## src/rtl/divider.sv

```systemverilog
// -----------------------------------------------------------------------------
// divider -- 8-bit unsigned restoring divider, one quotient bit per clock.
//
// A rising edge with rst=1 clears the outputs and captures the operands; every
// following edge performs one restoring iteration, MSB first. The result
// appears on the 8th edge with rst=0 and is held until the next rst.
// Division by zero falls out of the datapath naturally: the shifted divisor is
// always 0, every compare succeeds, and the result is quo=8'hFF, rem=a.
//
// Ports
//   clk   in   1  clock, rising edge
//   rst   in   1  synchronous active-high reset; also starts a new division
//   a     in   8  dividend, unsigned (sampled only while rst=1)
//   b     in   8  divisor, unsigned (sampled only while rst=1)
//   quo   out  8  quotient, registered, 0 until the result is ready
//   rem   out  8  remainder, registered, 0 until the result is ready
//   done  out  1  high while quo/rem hold the result of the captured operands
// -----------------------------------------------------------------------------
module divider (
   input  logic       clk,
   input  logic       rst,
   input  logic [7:0] a,
   input  logic [7:0] b,
   output logic [7:0] quo,
   output logic [7:0] rem,
   output logic       done
);

   localparam logic [1:0] ST_LOAD = 2'd0;
   localparam logic [1:0] ST_BUSY = 2'd1;
   localparam logic [1:0] ST_DONE = 2'd2;

   logic [1:0]  state_q, state_d;
   logic [15:0] prem_q,  prem_d;   // partial remainder
   logic [15:0] dvsr_q,  dvsr_d;   // divisor, shifted right each iteration
   logic [7:0]  qreg_q,  qreg_d;   // quotient shift register
   logic [3:0]  cnt_q,   cnt_d;    // iterations completed
   logic [7:0]  quo_q,   quo_d;
   logic [7:0]  rem_q,   rem_d;
   logic        done_q,  done_d;

   logic [15:0] dvsr_shift;
   logic        fits;
   logic [15:0] prem_next;
   logic [7:0]  qreg_next;

   // One restoring step: shift the divisor first, then trial-subtract.
   assign dvsr_shift = dvsr_q >> 1;
   assign fits       = (prem_q >= dvsr_shift);
   assign prem_next  = fits ? (prem_q - dvsr_shift) : prem_q;
   assign qreg_next  = {qreg_q[6:0], fits};

   // NOTE: every variable gets a default at the top of the block so that no
   // path leaves it unassigned; otherwise a latch is inferred.
   always_comb begin
      state_d = state_q;
      prem_d  = prem_q;
      dvsr_d  = dvsr_q;
      qreg_d  = qreg_q;
      cnt_d   = cnt_q;
      quo_d   = quo_q;
      rem_d   = rem_q;
      done_d  = done_q;

      case (state_q)
         // The LOAD->BUSY edge already performs the first iteration, so the
         // 8th edge after reset completes the division.
         ST_LOAD, ST_BUSY: begin
            dvsr_d  = dvsr_shift;
            prem_d  = prem_next;
            qreg_d  = qreg_next;
            cnt_d   = cnt_q + 4'd1;
            state_d = ST_BUSY;
            if (cnt_q == 4'd7) begin
               // Outputs update only on entry to DONE: no partial result.
               state_d = ST_DONE;
               quo_d   = qreg_next;
               rem_d   = prem_next[7:0];
               done_d  = 1'b1;
            end
         end
         ST_DONE: begin
            state_d = ST_DONE;
         end
         default: begin
            state_d = ST_LOAD;
         end
      endcase
   end

   // NOTE: sequential state uses non-blocking assignments so every flop
   // samples its _d value from before the edge, independent of statement order.
   always_ff @(posedge clk) begin
      if (rst) begin
         state_q <= ST_LOAD;
         prem_q  <= {8'b0, a};
         dvsr_q  <= {b, 8'b0};
         qreg_q  <= 8'b0;
         cnt_q   <= 4'd0;
         quo_q   <= 8'b0;
         rem_q   <= 8'b0;
         done_q  <= 1'b0;
      end else begin
         state_q <= state_d;
         prem_q  <= prem_d;
         dvsr_q  <= dvsr_d;
         qreg_q  <= qreg_d;
         cnt_q   <= cnt_d;
         quo_q   <= quo_d;
         rem_q   <= rem_d;
         done_q  <= done_d;
      end
   end

   assign quo  = quo_q;
   assign rem  = rem_q;
   assign done = done_q;

endmodule

```

## config.mk

```make
export PLATFORM = sky130hd
export DESIGN_NAME = divider
export DESIGN_NICKNAME = d
export VERILOG_FILES = /design/src/rtl/divider.sv
export SDC_FILE = /design/constraint.sdc
export NUM_CORES = 1
export LEC_CHECK = 0
export BUFFER_PORTS_ARGS = -buffer_cell sky130_fd_sc_hd__buf_2
export CAP_MARGIN = 20
export CORE_UTILIZATION = 55
export CTS_CLUSTER_SIZE = 14
export DETAILED_ROUTE_END_ITERATION = 8
export GPL_TIMING_DRIVEN = 1
export PLACE_DENSITY = 0.75
export SETUP_SLACK_MARGIN = 0.05
export SLEW_MARGIN = 20
export SYNTH_ARGS = -nofsm -noshare
export SYNTH_HDL_FRONTEND = slang
export SYNTH_SLANG_ARGS = --single-unit
```

## constraint.sdc

```tcl
create_clock -name clk -period 3.6 [get_ports clk]
set_input_delay 0.36 -clock clk [delete_from_list [all_inputs] [get_ports clk]]
set_output_delay 0.36 -clock clk [all_outputs]
set_load 0.05 [all_outputs]
```

==> results.md, run 1 <==
- By count the netlist is led by 45 x sky130_fd_sc_hd__dfxtp_1, 41 x sky130_fd_sc_hd__nor2_1, 32 x sky130_fd_sc_hd__nand2_1.
- The first routing iteration left about 160 violations.
- The total of max-cap violations is 0.
- The portion of synthesized cell area occupied by the leading cell type is 27.5%.
- The sink count of the clock tree is 61.
- The biggest area contributor in the post-synthesis netlist is sky130_fd_sc_hd__dfxtp_1.
- Entering global routing, the biggest net connects 46 pins.
- The wire length of the first global-routing pass is approximately 11 mm.
- The placed instances occupy a cell area of 0.00348 mm².
- The final instance area is 0.00367 mm².
- Measured against its own limit, the worst slew margin works out to between 40% and 50%.
- The primary flip-flop cell chosen by synthesis mapping is sky130_fd_sc_hd__dfxtp_1.
- The path category of the worst min-delay check is in2reg.
- The number of global-route vias before repair is roughly 2400.
- Based on the critical path, the design can be clocked at up to 0.338 GHz.
- The number of instances in the synthesized netlist is 349.
- The share of the Yosys chip area taken by registers is between 40% and 50%.
- The actual slew at the worst max-slew pin is 0.802 ns.
- The core region is 0.00561 mm².
- The number of filler cells placed in the layout is 482.
- Clock tree synthesis inserted a total of 9 buffers.
- Setup repair after global routing left no endpoint under its margin.
- The clock tree root driver cell is sky130_fd_sc_hd__clkbuf_8.
- Compared with the post-synthesis result, the final layout area differs by 12.2%.
- In this run the critical register-to-register path is captured at prem_q[2]$_DFFE_PP_.
- The sequential fraction of design power is about 34%.
- The total nets after synthesis is 384.
- For the worst flop-to-flop path, the logic depth is 9.
- The global-route congestion overflow total is 0.
- Setup violations remaining at the end of the flow were counted as 0.
- Of all nets on the critical path, the largest fanout is 12.
- Buffers inserted to repair hold after CTS numbered 0.
- The detail route stage leaves a number of antenna-violating nets equal to 0.
- The final count of hold timing violations was 0.
- Per report_power, the combinational group accounts for 40.6% of the total.
- The number of buffers on the longest clock path is 2.
- Of the available clock period, the critical path in the final layout requires 82.3%.
- Counting flops and latches in the post-synthesis netlist gives 61.
- In this run the power density over the cells is approximately 670 mW/mm².
- The internal portion of the total power is between 1.5 and 2 mW.
- After the last flow step, the layout net total stands at 416.
- The worst flop-to-flop path startpoint is prem_q[0]$_DFFE_PP_.
- The switching portion of total power is between 30% and 40%.
- The combined global-route utilization of all metal layers is 23.8%.
- The start point of the worst min-delay path is b[4].
- The count of non-filler cells in the finished layout is 458.
- The clock network accounts for 25.0% of the total power.
- The initial utilization of the core area, before any placement, comes to 58.4%.
- Counting flops with a built-in enable in the synthesized netlist gives 16.
- The first detailed-routing pass took 4 iterations.
- The post-detailed-route via-to-cell ratio is about 5.6.
- The estimated wirelength of the detail-placed design is about 4.9 mm.
- The clock insertion delay at the later pin of the skew report is 0.34 ns.
- Counting tap cells, the placed design contains a total of ~440 instances.
- The leakage power figure is 1.50 nW.
- The number of gates resized after cts is 0.
- For this run, asynchronously set or reset flops after synthesis account for 0%.
- The routed wire length is 6.88 mm.
- The smallest clock period supported by the final layout is computed as between 2 and 3 ns.
- The endpoint type of the worst setup path is a register.
- The congestion estimate from routability-driven global placement came to 0.889.
- Summing every instance area after synthesis gives around 0.0033 mm².
- The number of antenna violations at the first check in global routing came to 0.
- Clock skew on the completed layout was measured at 0.0100 ns.
- The max-slew violation count is 0.
- The number of distinct library cells after synthesis is 51.
- The path with the worst hold slack has its endpoint at dvsr_q[12]$_DFFE_PP_.
- The routed layout has 2582 vias.
- The setup path with the least slack is of type reg2reg.
- The instance count along the most critical hold path is 3.
- The most common cell in the netlist is sky130_fd_sc_hd__dfxtp_1.
- The row count is 27.
- Measured along the x axis, the die boundary spans 79.2 µm.
- The number of design rule violations left after detail routing is 0.
- The die covers 0.00627 mm².
- The buffer count from post-CTS setup fixing is 0.
- The run finished with clean final reports.
- Yosys attributes the largest share of cell area to sky130_fd_sc_hd__dfxtp_1 28%, sky130_fd_sc_hd__edfxtp_1 15%, sky130_fd_sc_hd__mux2i_1 7.9%, sky130_fd_sc_hd__ha_1 6.1%, sky130_fd_sc_hd__nor2_1 4.7%.
- The worst reg-to-reg setup slack is 0.64 ns.
- The average wire per standard cell is 15.0 µm.
- The clock transition at the registers of the reported paths is 0.08 ns.
- The Yosys step of the flow raised 0 warnings.
- The TritonCTS clock tree is yes.
- The maximum resistive drop on vdd is 0.000458 V.
- The floorplan step set the die height to 79.2 µm.
- The post-synthesis area per instance is 9.38 µm².
- The number of primary I/O pins is 35.
- STA classifies the critical path startpoint as a register.
- The tightest hold margin is between 0.2 and 0.3 ns.
- The number of H-tree branching levels is 3.
- The data arrival time of the critical path is around 3.1 ns.
- For the final routed database, the setup TNS stands at 0 ns.
- The count of inserted antenna diode cells is 0.
- During placement, the flow inserted port buffers numbering 34.
- The post-route netlist has 18.1% of its cells at a drive strength greater than 1.
- The total power draw is between 2 and 2.5 mW.
- The required time of the critical path is approximately 3.7 ns.
- The switching component of the power is 0.914 mW.
==> worst max-delay path, stage by stage, from the launching register on <==
cell	delay (ns)
sky130_fd_sc_hd__edfxtp_1	0.34
sky130_fd_sc_hd__inv_1	0.06
sky130_fd_sc_hd__ha_1	0.21
sky130_fd_sc_hd__fa_1	0.41
sky130_fd_sc_hd__nand2b_1	0.18
sky130_fd_sc_hd__a21o_1	0.19
sky130_fd_sc_hd__a21o_2	0.25
sky130_fd_sc_hd__a21oi_4	0.40
sky130_fd_sc_hd__mux2_2	0.40
sky130_fd_sc_hd__mux2_2	0.26
==> per-layer routing <==
metal / routed length (µm) / GRT usage (%) / vias up
li1: - / - / 1294
met5: 0 / 0 / -
met1: 3260 / 32.2 / 1238
met2: 3260 / 36.8 / 40
met4: 97 / 8.36 / 0
met3: 262 / 6.09 / 10
==> per-stage QoR <==
step                      utilization, %  setup slack, ns
after global routing                65.5            0.513
final                               65.5            0.637
after detailed placement            62.0            0.682
after CTS                           65.5            0.634
after global placement              62.0            0.743
after floorplan                        -             1.08
==> layout by cell type (no fill, tap or decap), types with 2 or more instances in the layout <==
master                     netlist  layout
sky130_fd_sc_hd__a211oi_1        8       8
sky130_fd_sc_hd__buf_2           1      34
sky130_fd_sc_hd__o21a_1         12      12
sky130_fd_sc_hd__xnor2_1         7       7
sky130_fd_sc_hd__dfxtp_1        45      45
sky130_fd_sc_hd__inv_1          29      29
sky130_fd_sc_hd__nand4_1         3       3
sky130_fd_sc_hd__nor2b_1         5       5
sky130_fd_sc_hd__mux2_2          4       4
sky130_fd_sc_hd__o21ai_0         5       5
sky130_fd_sc_hd__and2_1          1       2
sky130_fd_sc_hd__a211oi_2        4       4
sky130_fd_sc_hd__o31a_1          2       2
sky130_fd_sc_hd__buf_4           0       3
sky130_fd_sc_hd__xor2_1          4       4
sky130_fd_sc_hd__nor2_1         41      41
sky130_fd_sc_hd__o22ai_1         2       2
sky130_fd_sc_hd__ha_1           16      16
sky130_fd_sc_hd__nor3_1          7       7
sky130_fd_sc_hd__a21o_1          3       3
sky130_fd_sc_hd__o211ai_1        5       5
sky130_fd_sc_hd__clkbuf_8        0       9
sky130_fd_sc_hd__a21oi_1        18      18
sky130_fd_sc_hd__o31ai_1         8       8
sky130_fd_sc_hd__inv_4           0       3
sky130_fd_sc_hd__o32ai_1         2       2
sky130_fd_sc_hd__mux2i_1        26      26
sky130_fd_sc_hd__edfxtp_1       16      16
sky130_fd_sc_hd__nand2_1        32      32
sky130_fd_sc_hd__nand2b_1        8       8
==> layout make-up <==
type	count	area (µm²)	area share [%]
well taps	72	90.1	2.45
flip-flops and latches	61	1380	37.6
inverters	29	109	2.96
multi-input cells	243	1700	46.4
clock inverters	7	71.3	1.94
clock buffers	9	124	3.37
repair buffers	37	193	5.25
==> state kept, by name, summed over array words and instances, names as in the netlist <==
| register | cells |
|---|---|
| done | 1 |
| qreg_q | 7 |
| cnt_q | 4 |
| quo | 8 |
| state_q | 2 |
| dvsr_q | 15 |
| prem_q | 16 |
| rem | 8 |
==> power groups by stage <==
stage / registers, mW / clock network, mW / logic, mW
3_3_place_gp: 0.854 / 0 / 0.952
6_report: 0.844 / 0.614 / 0.997
4_1_cts: 0.843 / 0.627 / 0.987
5_1_grt: 0.854 / 0.656 / 1.09
3_5_place_dp: 0.858 / 0 / 0.979
2_1_floorplan: 0.846 / 0 / 0.823
==> logic make-up after synthesis <==
group,count (synthesis),share of synthesized area (%)
AOI/OAI and AO/OA,81,18.7
xor gates and xnor gates,11,2.94
adders and majority gates,17,6.73
buffers and inverters,45,5.77
DFF,61,42.2
muxes,31,9.78
and+or+nand+nor,103,13.9
==> worst max-delay path by stage <==
stage          cells after the start                 from  slack, ns             endpoint
2_1_floorplan                      9  prem_q[0]$_DFFE_PP_       1.08  prem_q[2]$_DFFE_PP_
3_3_place_gp                       9  prem_q[0]$_DFFE_PP_       0.74  prem_q[2]$_DFFE_PP_
3_5_place_dp                       9  prem_q[0]$_DFFE_PP_       0.68  prem_q[2]$_DFFE_PP_
4_1_cts                            9  prem_q[0]$_DFFE_PP_       0.63  prem_q[2]$_DFFE_PP_
5_1_grt                            9  prem_q[0]$_DFFE_PP_       0.51  prem_q[2]$_DFFE_PP_
6_report                           9  prem_q[0]$_DFFE_PP_       0.64  prem_q[2]$_DFFE_PP_
(Power assumes the default switching activity.)
==> inputs of run 2 (changes only) <==
--- a/config.mk
+++ b/config.mk
@@ -7,11 +7,11 @@
 export LEC_CHECK = 0
 export BUFFER_PORTS_ARGS = -buffer_cell sky130_fd_sc_hd__buf_2
 export CAP_MARGIN = 20
-export CORE_UTILIZATION = 55
+export CORE_UTILIZATION = 53
 export CTS_CLUSTER_SIZE = 14
 export DETAILED_ROUTE_END_ITERATION = 8
 export GPL_TIMING_DRIVEN = 1
-export PLACE_DENSITY = 0.75
+export PLACE_DENSITY = 0.76
 export SETUP_SLACK_MARGIN = 0.05
 export SLEW_MARGIN = 20
 export SYNTH_ARGS = -nofsm -noshare
==> constraint.sdc (replaced) <==
create_clock -name clk -period 2.4 [get_ports clk]
set_input_delay 0.24 -clock clk [delete_from_list [all_inputs] [get_ports clk]]
set_output_delay 0.24 -clock clk [all_outputs]
set_load 0.05 [all_outputs]
==> run 2 against run 1 <==
Effect of this change:
- the flow now finishes with violations (setup timing)
- count of clock-buffer cells in the layout rose by 2
- cell area rose by 12%
- fmax rose by 21%
- combinational power rose by 100%
- critical path depth did not move
- hold slack got worse by 0.13 ns
- die area rose by 3.7%
- via count rose by 5.9%
- power rose by 75%
- critical endpoint unchanged
- highest routed layer unchanged
==> results.md, run 2 (synthesized netlist as in run 1, its figures left out) <==
- The required time of the critical path is 2.51 ns (-1.17 ns).
- The total number of nets in the final design is 449 (+7.9%).
- The final instance area was 0.00412 mm² (+12%).
- The total clock buffers created by CTS is 9 (unchanged).
- The last weighted congestion value of the routability-driven placer is 0.856 (-3.7%).
- The TritonCTS clock tree is yes.
- The number of buffers on the longest clock path is 2 (unchanged).
- The worst setup path is captured at a register.
- The largest net degree at the start of global routing is 35 (-24%).
- The cell count after placement is 473 (+7.0%).
- The maximum resistive drop on vdd came to 0.000655 V (+43%).
- The number of global-route vias before repair is 2706 (+11%).
- The via count is 2734 (+5.9%).
- The clock transition at the registers of the reported paths was 0.08 ns (about the same).
- The wire length of the first global-routing pass came to 12.4 mm (+7.9%).
- The final setup TNS is -0.154 ns (-0.154 ns).
- The type of element launching the critical path is a register.
- The worst setup slack after layout is -0.0459 ns (-0.683 ns).
- Counting flops per register, the top entry is prem_q.
- The area used by multi-input combinational logic is 0.00185 mm² (+8.7%).
- The starting density of the core was 55.0% (-3.4 points).
- The total power draw is 4.30 mW (+75%).
- The flow ran to the end, but the final reports show violations.
- The slowest stage cell on the critical path is sky130_fd_sc_hd__fa_2.
- The final setup violation count was 8 (+8).
- The total of max-cap violations is 0 (unchanged).
- The power density relative to cell area is 1040 mW/mm² (+56%).
- The number of design rule violations left after detail routing is 0 (unchanged).
- In the final layout, the registers with the most flip-flops are prem_q x16, dvsr_q x15.
- Setup repair after global routing could not meet its margin everywhere.
- The max-slew violation count is 0 (unchanged).
- The number of detailed-routing iterations run before antenna repair is 4 (unchanged).
- The count of hold-fix buffers inserted at cts is 0 (unchanged).
- The area occupied by registers is 0.00138 mm² (about the same).
- The die outline height came to 80.6 µm (+1.8%).
- The actual slew at the worst max-slew pin came to 0.446 ns (-0.356 ns).
- The final reports fail on setup timing.
- The flip-flop count of the largest register, all copies and words added came to 16 (unchanged).
- The antenna violation net count after detailed routing is 0 (unchanged).
- The combined global-route utilization of all metal layers is 25.3% (+1.5 points).
- The routed wire length is 7.48 mm (+8.7%).
- The worst-case setup slack after placement is -0.0710 ns (-0.753 ns).
- The library cells used most frequently in the layout, excluding fill and tap cells, are 44 x sky130_fd_sc_hd__dfxtp_1, 41 x sky130_fd_sc_hd__nor2_1, 34 x sky130_fd_sc_hd__buf_2, 32 x sky130_fd_sc_hd__nand2_1, 32 x sky130_fd_sc_hd__buf_4.
- The port buffer count is 34 (unchanged).
- The data arrival time of the critical path is 2.56 ns (-0.49 ns).
- The tree is rooted in a sky130_fd_sc_hd__clkbuf_8.
- The largest fanout of any net on the critical path is 3 (-9).
- From synthesis to final layout, the design area changed by 25.9%.
- The number of antenna violations at the first check in global routing is 0 (unchanged).
- The clock insertion delay at the later pin of the skew report is 0.35 ns (about the same).
- The share of the clock period used by the worst path after layout is 102% (+20 points).
- The fraction of layout instances using a drive strength above 1 is 29.4% (+11 points).
- The headroom to the max-slew limit is 70.2% (+24 points).
- The library cell used most frequently in the layout, excluding fill and tap cells, is sky130_fd_sc_hd__dfxtp_1.
- The horizontal extent of the die came to 80.6 µm (+1.8%).
- The core utilization of the finished layout is 69.2% (+3.7 points).
- The tightest hold margin came to 0.167 ns (-0.128 ns).
- The die area is 0.00650 mm² (+3.7%).
- The highest clock frequency the design can meet was 0.409 GHz (+21%).
- The estimated wirelength of the detail-placed design is 5.10 mm (+3.0%).
- The average wire per standard cell is 15.1 µm (+0.77%).
- The global-route congestion overflow total is 0 (unchanged).
- The number of H-tree branching levels is 3 (unchanged).
- The total cell area at the placement stage is 0.00373 mm² (+7.3%).
- The count of routing violations after the opening detailed-route iteration came to 154 (-4.3%).
- The path category of the worst min-delay check is in2reg.
- The final count of hold timing violations was 0 (unchanged).
- The count of non-filler cells in the finished layout came to 494 (+7.9%).
- The post-detailed-route via-to-cell ratio was 5.53 (-1.8%).
- The largest clock skew in the final design is 0.00798 ns (-0.00202 ns).
- The number of filler cells placed in the layout is 470 (-2.5%).
- The sink count of the clock tree is 61 (unchanged).
- The class of the most critical setup path is reg2reg.
- The leakage power figure came to 1.71 nW (+15%).
- The critical path goes through inv_2 -> ha_4 -> fa_2 -> nand2b_4 -> a21o_1 -> a21o_4 -> a21oi_4 -> mux2_4 -> mux2_2.
- The count of inserted antenna diode cells was 0 (unchanged).
- The number of primary I/O pins was 35 (unchanged).
- The row count is 28 (+3.7%).
- The minimum clock period after layout was 2.45 ns (-0.517 ns).
- The maximum single-stage delay on the critical path is 0.35 ns (-0.06 ns).
- The area of the core is 0.00596 mm² (+6.2%).
-- run 2: worst max-delay path: cells and delay by family (launching register included) --
kind                       cells  cell delay [ns]
muxes                          2             0.59
AOI/OAI and AO/OA              3             0.57
adders and majority gates      2             0.51
DFF                            1             0.34
and+or+nand+nor                1             0.15
buffers and inverters          1             0.05
-- run 2: path summary, 6_finish.rpt --
path                       start              endpoint  slack (ns)  cells past startpoint
max reg2reg  prem_q[0]$_DFFE_PP_   prem_q[2]$_DFFE_PP_       -0.05                      9
min reg2reg  quo[5]$_SDFFE_PP0P_   quo[5]$_SDFFE_PP0P_        0.46                      2
min                         b[5]  dvsr_q[13]$_DFFE_PP_        0.17                      3
max          prem_q[0]$_DFFE_PP_   prem_q[2]$_DFFE_PP_       -0.05                      9
-- run 2: what timing repair did --
action	CTS	global route
pin swaps	2	3
hold endpoints to repair	0	0
setup buffers	3	3
setup endpoints to repair	23	23
resized for setup	15	11
-- run 2: layout make-up --
type,count,share of cell area [%]
well taps,75,2.28
multi-input cells,243,44.9
repair buffers,70,11.3
clock buffers,11,4.22
clock inverters,5,1.12
flip-flops and latches,61,33.5
inverters,29,2.64
-- run 2: routing by layer --
layer	track usage [%]	wire, µm
met3	3.75	306
met5	0	0
met4	12.1	165
met1	32.7	3460
met2	41.2	3550
-- run 2: power by group --
part	leakage [nW]	total, mW	switching [mW]	internal [mW]
combinational	1.06	2.03	1.04	0.990
sequential	0.538	1.28	0.0905	1.19
clock	0.113	0.987	0.468	0.518
total	1.71	4.30	1.60	2.70
